## src/rtl/parameter_pkg.sv

```systemverilog
// rtl/parameter_pkg.sv - sizing constants shared by the rename free list
package parameter_pkg;

  localparam int ARCH_REGS = 32;
  localparam int PHY_REGS  = 64;
  localparam int PHY_WIDTH = $clog2(PHY_REGS);
  localparam int FL_DEPTH  = PHY_REGS - ARCH_REGS;
  // Pointer carries one extra wrap bit above the array index.
  localparam int FL_PTR_W  = $clog2(FL_DEPTH) + 1;
  localparam int FL_IDX_W  = FL_PTR_W - 1;

endpackage

```

## src/rtl/typedef_pkg.sv

```systemverilog
// rtl/typedef_pkg.sv - tag and pointer types for the rename free list
package typedef_pkg;

  import parameter_pkg::*;

  typedef logic [PHY_WIDTH-1:0] phy_tag_t;
  typedef logic [FL_PTR_W-1:0]  fl_ptr_t;
  typedef logic [FL_IDX_W-1:0]  fl_idx_t;

endpackage

```

## src/rtl/free_list.sv

```systemverilog
// rtl/free_list.sv - circular free list of physical tags with flush recovery
module free_list
  import parameter_pkg::*;
  import typedef_pkg::*;
(
  input  logic                 clk,
  input  logic                 rst_n,
  input  logic                 stall,
  input  logic                 flush,
  input  logic [1:0]           alloc_req,
  output logic                 alloc_ready,
  output logic [1:0]           alloc_valid,
  output logic [PHY_WIDTH-1:0] alloc_phy_0,
  output logic [PHY_WIDTH-1:0] alloc_phy_1,
  input  logic                 retire_valid,
  input  logic                 retire_has_rd,
  input  logic [PHY_WIDTH-1:0] rd_phy_old_commit,
  output logic [PHY_WIDTH:0]   free_count
);

  phy_tag_t fl [FL_DEPTH];

  // head: next tag to hand out speculatively; commit_head: head as seen by
  // retired instructions only; tail: next slot to receive a freed tag.
  fl_ptr_t head;
  fl_ptr_t commit_head;
  fl_ptr_t tail;

  fl_ptr_t head_nxt;
  fl_ptr_t commit_head_nxt;
  fl_ptr_t tail_nxt;
  fl_ptr_t avail;
  fl_ptr_t spec_cnt;
  fl_ptr_t live_cnt;
  fl_idx_t head_idx_p1;
  logic    fire;
  logic    free_en;
  logic [1:0] alloc_cnt;

  // Grants, counts and next-pointer values, all combinational from state.
  always_comb begin
    avail        = tail - head;
    spec_cnt     = head - commit_head;
    live_cnt     = tail - commit_head;
    free_count   = (PHY_WIDTH+1)'(avail);
    // Two free entries are required even for a single request so rename
    // never has to reason about which slot fits.
    alloc_ready  = (avail >= FL_PTR_W'(2));
    fire         = alloc_ready & ~stall & ~flush;
    alloc_valid  = alloc_req & {2{fire}};
    head_idx_p1  = head[FL_IDX_W-1:0] + FL_IDX_W'(1);
    alloc_phy_0  = fl[head[FL_IDX_W-1:0]];
    // Slot 1 alone takes the head entry rather than skipping it.
    alloc_phy_1  = alloc_req[0] ? fl[head_idx_p1] : fl[head[FL_IDX_W-1:0]];
    alloc_cnt    = fire ? (2'(alloc_req[0]) + 2'(alloc_req[1])) : 2'd0;
    free_en      = retire_valid & retire_has_rd;
    commit_head_nxt = commit_head + FL_PTR_W'(free_en);
    tail_nxt        = tail + FL_PTR_W'(free_en);
    // Flush rewinds to the committed head, including a same-cycle retire.
    head_nxt     = flush ? commit_head_nxt : head + FL_PTR_W'(alloc_cnt);
  end

  // Pointer update and tag write-back; reset refills the list with the
  // tags above the architectural range.
  always_ff @(posedge clk or negedge rst_n) begin
    if (!rst_n) begin
      head        <= '0;
      commit_head <= '0;
      tail        <= {1'b1, {FL_IDX_W{1'b0}}};
      for (int i = 0; i < FL_DEPTH; i++) begin
        fl[i] <= PHY_WIDTH'(ARCH_REGS + i);
      end
    end else begin
      head        <= head_nxt;
      commit_head <= commit_head_nxt;
      tail        <= tail_nxt;
      if (free_en) begin
        fl[tail[FL_IDX_W-1:0]] <= rd_phy_old_commit;
      end
    end
  end

  a_free_not_full: assert property (@(posedge clk) disable iff (!rst_n)
    free_en |-> (avail != FL_PTR_W'(FL_DEPTH)));

  a_free_not_p0: assert property (@(posedge clk) disable iff (!rst_n)
    free_en |-> (rd_phy_old_commit != '0));

  a_head_order: assert property (@(posedge clk) disable iff (!rst_n)
    spec_cnt <= live_cnt);

  a_live_bound: assert property (@(posedge clk) disable iff (!rst_n)
    live_cnt <= FL_PTR_W'(FL_DEPTH));

endmodule

```

## config.mk

```make
export PLATFORM = sky130hd
export DESIGN_NAME = free_list
export DESIGN_NICKNAME = d
export VERILOG_FILES = /design/src/rtl/parameter_pkg.sv /design/src/rtl/typedef_pkg.sv /design/src/rtl/free_list.sv
export SDC_FILE = /design/constraint.sdc
export NUM_CORES = 1
export LEC_CHECK = 0
export BUFFER_PORTS_ARGS = -buffer_cell sky130_fd_sc_hd__buf_2
export CAP_MARGIN = 0
export CORE_AREA = 5 5 200 144
export CTS_CLUSTER_DIAMETER = 100
export DETAILED_ROUTE_END_ITERATION = 10
export DIE_AREA = 0 0 205 149
export GPL_TIMING_DRIVEN = 0
export SETUP_SLACK_MARGIN = 0.2
export SLEW_MARGIN = 5
export SYNTH_ARGS = -nofsm -noshare
export SYNTH_HDL_FRONTEND = slang
export SYNTH_SLANG_ARGS = --single-unit
```

## constraint.sdc

```tcl
create_clock -name clk -period 2.8 [get_ports clk]
set_clock_uncertainty 0.15 [all_clocks]
set_input_delay 0.28 -clock clk [delete_from_list [all_inputs] [get_ports clk]]
set_output_delay 0.28 -clock clk [all_outputs]
set_load 0.005 [all_outputs]
```

# Word-level counts from Yosys, hierarchy flattened
# Index checks and enable logic that the tools add are counted.
# totals
ff_bits	210
elab_cells	68
out_inout_bits	22
inputBits	14
# op_classes
muxes	12
bitwise_logic	9
add_sub_neg	6
order_cmp	5
n_reduce_logical	1
# op_table
op	n
192-bit bitwise mux	1
6-bit binary-select mux with 5-bit select	2
6-bit two-way mux	7
6-bit demux with 5-bit select	1
6-bit >= comparator (second input constant)	3
5-bit NOT with 6-bit output	3
6-bit by 1-bit adder with 6-bit output	2
6-bit by 2-bit adder with 6-bit output	1
6-bit by 2-bit >= comparator with 1-bit output (second input constant)	1
6-bit by 1-bit < comparator with 1-bit output (second input constant)	1
6-bit subtractor	1
5-bit by 1-bit adder with 5-bit output (second input constant)	1
1-bit bitwise AND	3
1-bit by 1-bit adder with 2-bit output	1
2-bit bitwise AND	1
2-bit two-way mux	1
1-bit NOT	2
1-bit logical AND	1

# Longest topological paths before layout
# depth
depth_word	7
ltp_mapped	14
ltp_nobuf	14

# Least setup slack after synthesis
# Ideal clock, no wire load.
# synth_timing
kind	reg2reg
from	register tail[0]
to	register head[5]
t_required_ns	2.515
arrival_time_ns	2.764
synth_period_minus_slack_ns	3.049
setup_time_ns	0.135
slack_ns	-0.249
path_stages_with_launch	14
path_cell_list	dfrtp_1 > inv_1 > ha_1 > fa_1 > nand2b_1 > a21oi_1 > o21ai_0 > a221oi_2 > a21oi_1 > ha_1 > a21oi_1 > nor3_1 > xnor2_1 > o21ai_0
# synth_between
elab_chain_len	7
# synth_rtl
item	line_no	rtl
start, declared	free_list.sv:27	fl_ptr_t tail;
start signal, assigned	free_list.sv:69	tail <= {1'b1, {FL_IDX_W{1'b0}}};
start signal, assigned	free_list.sv:76	tail <= tail_nxt;
6-bit subtractor	free_list.sv:42	avail = tail - head;
6-bit by 2-bit >= comparator with 1-bit output	free_list.sv:48	alloc_ready = (avail >= FL_PTR_W'(2));
1-bit bitwise AND (2 in a row)	free_list.sv:49	fire = alloc_ready & ~stall & ~flush;
2-bit two-way mux	free_list.sv:55	alloc_cnt = fire ? (2'(alloc_req[0]) + 2'(alloc_req[1])) : 2'd0;
6-bit by 2-bit adder with 6-bit output	free_list.sv:60	head_nxt = flush ? commit_head_nxt : head + FL_PTR_W'(alloc_cnt);
6-bit two-way mux	free_list.sv:60	
via head_nxt[5]	free_list.sv:29	fl_ptr_t head_nxt;
end signal, assigned	free_list.sv:74	head <= head_nxt;
end, declared	free_list.sv:25	fl_ptr_t head;
# The timed path passes the listed nets, and every way through them passes these cells.
# A chain may end at the register's enable or synchronous reset.

# Final worst setup path
# layout_timing
from	register head[0]
to	output alloc_phy_1[0]
# layout_between
elab_chain_len	6
# layout_rtl
item	line_no	rtl
5-bit by 1-bit adder with 5-bit output	free_list.sv:51	head_idx_p1 = head[FL_IDX_W-1:0] + FL_IDX_W'(1);
5-bit NOT with 6-bit output (not written as such)	free_list.sv:54	alloc_phy_1 = alloc_req[0] ? fl[head_idx_p1] : fl[head[FL_IDX_W-1:0]];
6-bit binary-select mux with 5-bit select	free_list.sv:54	
6-bit two-way mux (not written as such) (2 in a row)	free_list.sv:54	
6-bit two-way mux (*)	free_list.sv:54	
end, declared	free_list.sv:14	output logic [PHY_WIDTH-1:0] alloc_phy_1,
# Every way passes the cells marked *; elsewhere a longest branch is shown, timed or not. The select of a mux whose other input is x is not followed.

==> results.md <==
Detailed routing:
- The number of routed nets with antenna violations is 0.
- The first detailed-routing pass ran for 7 iterations.
- The aggregate routed wire length is 37200 um.
- The routed layout has 8289 vias.
- The detail-routed via count per cell is 6.14.
- After the first detailed-routing iteration, the DRC count stood at 806.
- Dividing the detail-routed wire length by the instance count gives 27.6 um.
- The DRC violation count after routing is 0.

Global routing:
- The first-pass GRT wire length is 55700 um.
- Entering global routing, the biggest net connects 112 pins.
- The number of global-route vias before repair was 8208.
- The global router's overall resource usage is 24.5%.
- The residual overflow from global routing is 0.
- The number of antenna violations at the first check in global routing is 1.

Cells and area:
- Once layout is complete, the cells apart from fillers number 1350.
- The final layout net count is 999.
- The total of fill cells in the finished design is 2210.
- The ratio of cells with drive above 1 in the final layout is 60.4%.
- The count of inserted antenna diode cells is 0.
- The area added between synthesis and finish is 21.0%.

Run status:
- The flow ran to the end, but the final reports show violations.
- The final reports fail on negative setup slack.

Yosys:
- Each instance of the synthesized netlist takes up on average 13.5 um2.
- The number of distinct standard cells referenced by the synthesized netlist is 44.
- The most frequently used flop master after synthesis is sky130_fd_sc_hd__dfstp_2.
- The number of flip-flops and latches in the synthesized netlist is 210.
- Yosys mapped a number of flops with a built-in enable equal to 0.
- After synthesis, the share of flip-flops with an asynchronous set or reset is 100%.
- When the netlist entered floorplanning its net count stood at 908.
- The share of the Yosys chip area taken by registers is 45.6%.
- During synthesis, Yosys emitted a total of 0 warnings.
- Synthesis produced 879 cells.
- The synthesized area is 11800 um2.

CTS:
- For the worst-skew pair, the clock arrives at the later sink with an insertion delay of 0.52 ns.
- The clock input transition at the sequential cells of the worst setup and hold paths is 0.06 ns.
- The maximum clock insertion buffer count is 3.
- TritonCTS created 22 clock buffers.
- The number of clock sinks is 210.
- The CTS root buffer is sky130_fd_sc_hd__clkbuf_16.
- In this run the number of H-tree levels came out at 1.
- The TritonCTS clock tree is done.

Power and ir drop:
- For this design the static power due to leakage is 5.96 nW.
- The largest voltage drop on the vdd net is 0.871 mV.
- In this run the power density over the cells is 1310 nW/um2.
- Overall power consumption after layout is estimated at 18.7 mW.

Timing:
- Derived from the worst setup path, the maximum achievable clock frequency is 0.295 GHz.
- The worst-margin pin slew is 0.912 ns.
- The setup-violating endpoint count in the final report is 23.
- The total negative setup slack is -7.56 ns.
- The share of the clock period used by the worst path is 121%.
- The number of max-slew violations in the final report is 0.
- The remaining max-slew budget at the tightest pin is 39.0%.
- The shortest period the worst path allows is 3.39 ns.
- Setup repair after global routing could not meet its margin everywhere.
- Across all setup checks in the final design, the least slack found is -0.589 ns.
- The count of endpoints failing hold in the final timing report is 0.

Floorplanning:
- The initial cell density of the core is 44.7%.
- The initialized floorplan defines 50 standard-cell rows.
- In this run the count of I/O pins placed on the die edge is 36.
- The standard cell core area is 26500 um2.
- The die boundary height is 149 um.
- Measured along the x axis, the die boundary spans 205 um.
- The floorplan die area is 30500 um2.

Placed design:
- Before CTS, the worst setup slack after placement is -0.463 ns.
- The final RePlAce weighted congestion is 0.935.
- After detailed placement, the design holds a cell count of 1278.
- The count of port buffers added during placement is 34.
- The sum of net half-perimeters after detailed placement is 25900 um.

Worst setup path:
- The kind of start point of the critical path is a flip-flop.
- The worst setup path is captured at an output pin.
- The highest net fanout along the worst path is 7.
- Data on the critical path arrives at its endpoint at 2.96 ns.
- The critical setup path kind is flip-flop to output pin.
- Measured in cells, the most critical reg-to-reg path has a length of 15.
- At the worst endpoint, the required time is 2.37 ns.

Job:
- The tool flagged a number of max-cap violations equal to 0.

Worst hold path:
- The path category of the worst min-delay check is input pin to flip-flop.
- The worst hold path passes through 2 cells.
-- sequential cells by signal, indices dropped and copies added (netlist names) --
signal / cells
tail: 6
fl: 192
head: 6
commit_head: 6
-- final timing paths --
kind / from / endpoint / slack, ns
max in group asynchronous: rst_n / tail[1] / 1.12
worst max register to register: head[0] / head[4] / -0.46
worst max-delay path: head[0] / alloc_phy_1[0] / -0.59
min in group asynchronous: rst_n / fl[42] / 0.27
worst min-delay path: rd_phy_old_commit[3] / fl[147] / 0.04
worst min register to register: commit_head[5] / commit_head[5] / 0.32
-- critical path, stage by stage (launching register included) --
cell	delay [ns]
sky130_fd_sc_hd__dfrtp_2	0.45
sky130_fd_sc_hd__ha_4	0.32
sky130_fd_sc_hd__buf_12	0.17
sky130_fd_sc_hd__buf_12	0.15
sky130_fd_sc_hd__mux4_2	0.54
sky130_fd_sc_hd__mux2i_2	0.23
sky130_fd_sc_hd__o22ai_1	0.12
sky130_fd_sc_hd__a211o_1	0.30
sky130_fd_sc_hd__buf_2	0.15
-- layout make-up --
type	count	area, um2	area share [%]
tap	364	455	3.18
timing repair buffer	67	551	3.84
clock inverter	7	62.6	0.437
clock buffer	33	653	4.56
inverter	15	68.8	0.481
sequential	210	5410	37.7
multi-input combinational	593	6560	45.8
buffer	61	567	3.96
-- power by group --
group / internal, mW / leakage, nW / total [mW] / switching, mW
registers: 4.38 / 2.44 / 5.24 / 0.869
clock network: 1.70 / 0.353 / 2.97 / 1.26
logic: 5.19 / 3.17 / 10.5 / 5.34
-- through the flow --
step | cell area, um2 | hold slack [ns] | utilization (%)
floorplan | 11900 | -0.166 | -
detailed placement | 12600 | 0.235 | 47.6
finish | 14300 | 0.0376 | 54.1
CTS | 14100 | 0.0250 | 53.2
global route | 14300 | 0.0268 | 54.1
global placement | 12500 | 0.318 | 47.4
-- per-layer routing --
| layer | track usage, % | routed length (um) | vias to the layer above |
|---|---|---|---|
| li1 | - | - | 3520 |
| met1 | 38.4 | 17500 | 4336 |
| met2 | 33.3 | 15200 | 374 |
| met3 | 7.17 | 3640 | 57 |
| met4 | 5.02 | 874 | 2 |
| met5 | 0 | 13 | - |
-- synthesized netlist by cell type, types with 7 or more instances --
library cell	n	area share, %
sky130_fd_sc_hd__ha_1	13	1.4
sky130_fd_sc_hd__dfrtp_1	97	21
sky130_fd_sc_hd__mux4_2	54	10
sky130_fd_sc_hd__buf_4	11	0.70
sky130_fd_sc_hd__buf_2	21	0.89
sky130_fd_sc_hd__inv_1	15	0.48
sky130_fd_sc_hd__nor2_1	22	0.70
sky130_fd_sc_hd__mux2_2	193	18
sky130_fd_sc_hd__o22ai_1	12	0.63
sky130_fd_sc_hd__dfstp_2	113	25
sky130_fd_sc_hd__nand2_1	26	0.82
sky130_fd_sc_hd__a22oi_1	36	2.3
sky130_fd_sc_hd__nor3_1	7	0.30
sky130_fd_sc_hd__clkbuf_1	24	0.76
sky130_fd_sc_hd__xnor2_1	10	0.74
sky130_fd_sc_hd__mux2i_1	108	9.1
sky130_fd_sc_hd__o21ai_0	9	0.38
sky130_fd_sc_hd__a21oi_1	7	0.30
sky130_fd_sc_hd__nand3_1	32	1.4
-- cells by family after synthesis --
kind of cell	count (synthesis)	share of synthesized area, %
buffers and inverters	76	3.30
xor gates and xnor gates	17	1.32
AOI/OAI and AO/OA	87	5.17
other	1	0.0317
muxes	355	37.8
and+or+nand+nor	118	5.12
DFF	210	45.6
adders and majority gates	15	1.71
-- cells in the final DEF (no fill, tap or decap), drive strengths merged, types with 2 or more instances in the layout --
cell         instances
buf                 96
xnor2               10
xor2                 7
fa                   2
and2                 3
clkbuf              58
and3                 2
inv                 14
clkinv               6
nand4                6
or3                  3
nor2                23
mux2               193
ha                  13
mux4                54
dfstp              113
a211o                6
dlygate4sd3          7
nor3b                3
mux2i              108
nor3                 7
a21oi                7
a22oi               36
dfrtp               97
o21ai               14
nor2b                6
a221oi               7
nand2               26
o22ai               12
nand3b               5
nand3               32
-- what timing repair did --
action                     CTS  global route
pin swaps                   28            11
hold endpoints to repair    48             0
buffers inserted            17             5
setup endpoints to repair   24            39
resized for setup          132            40
cloned                       2             1
hold buffers                 7             0
No activity file was read; power rests on OpenSTA's default activity.
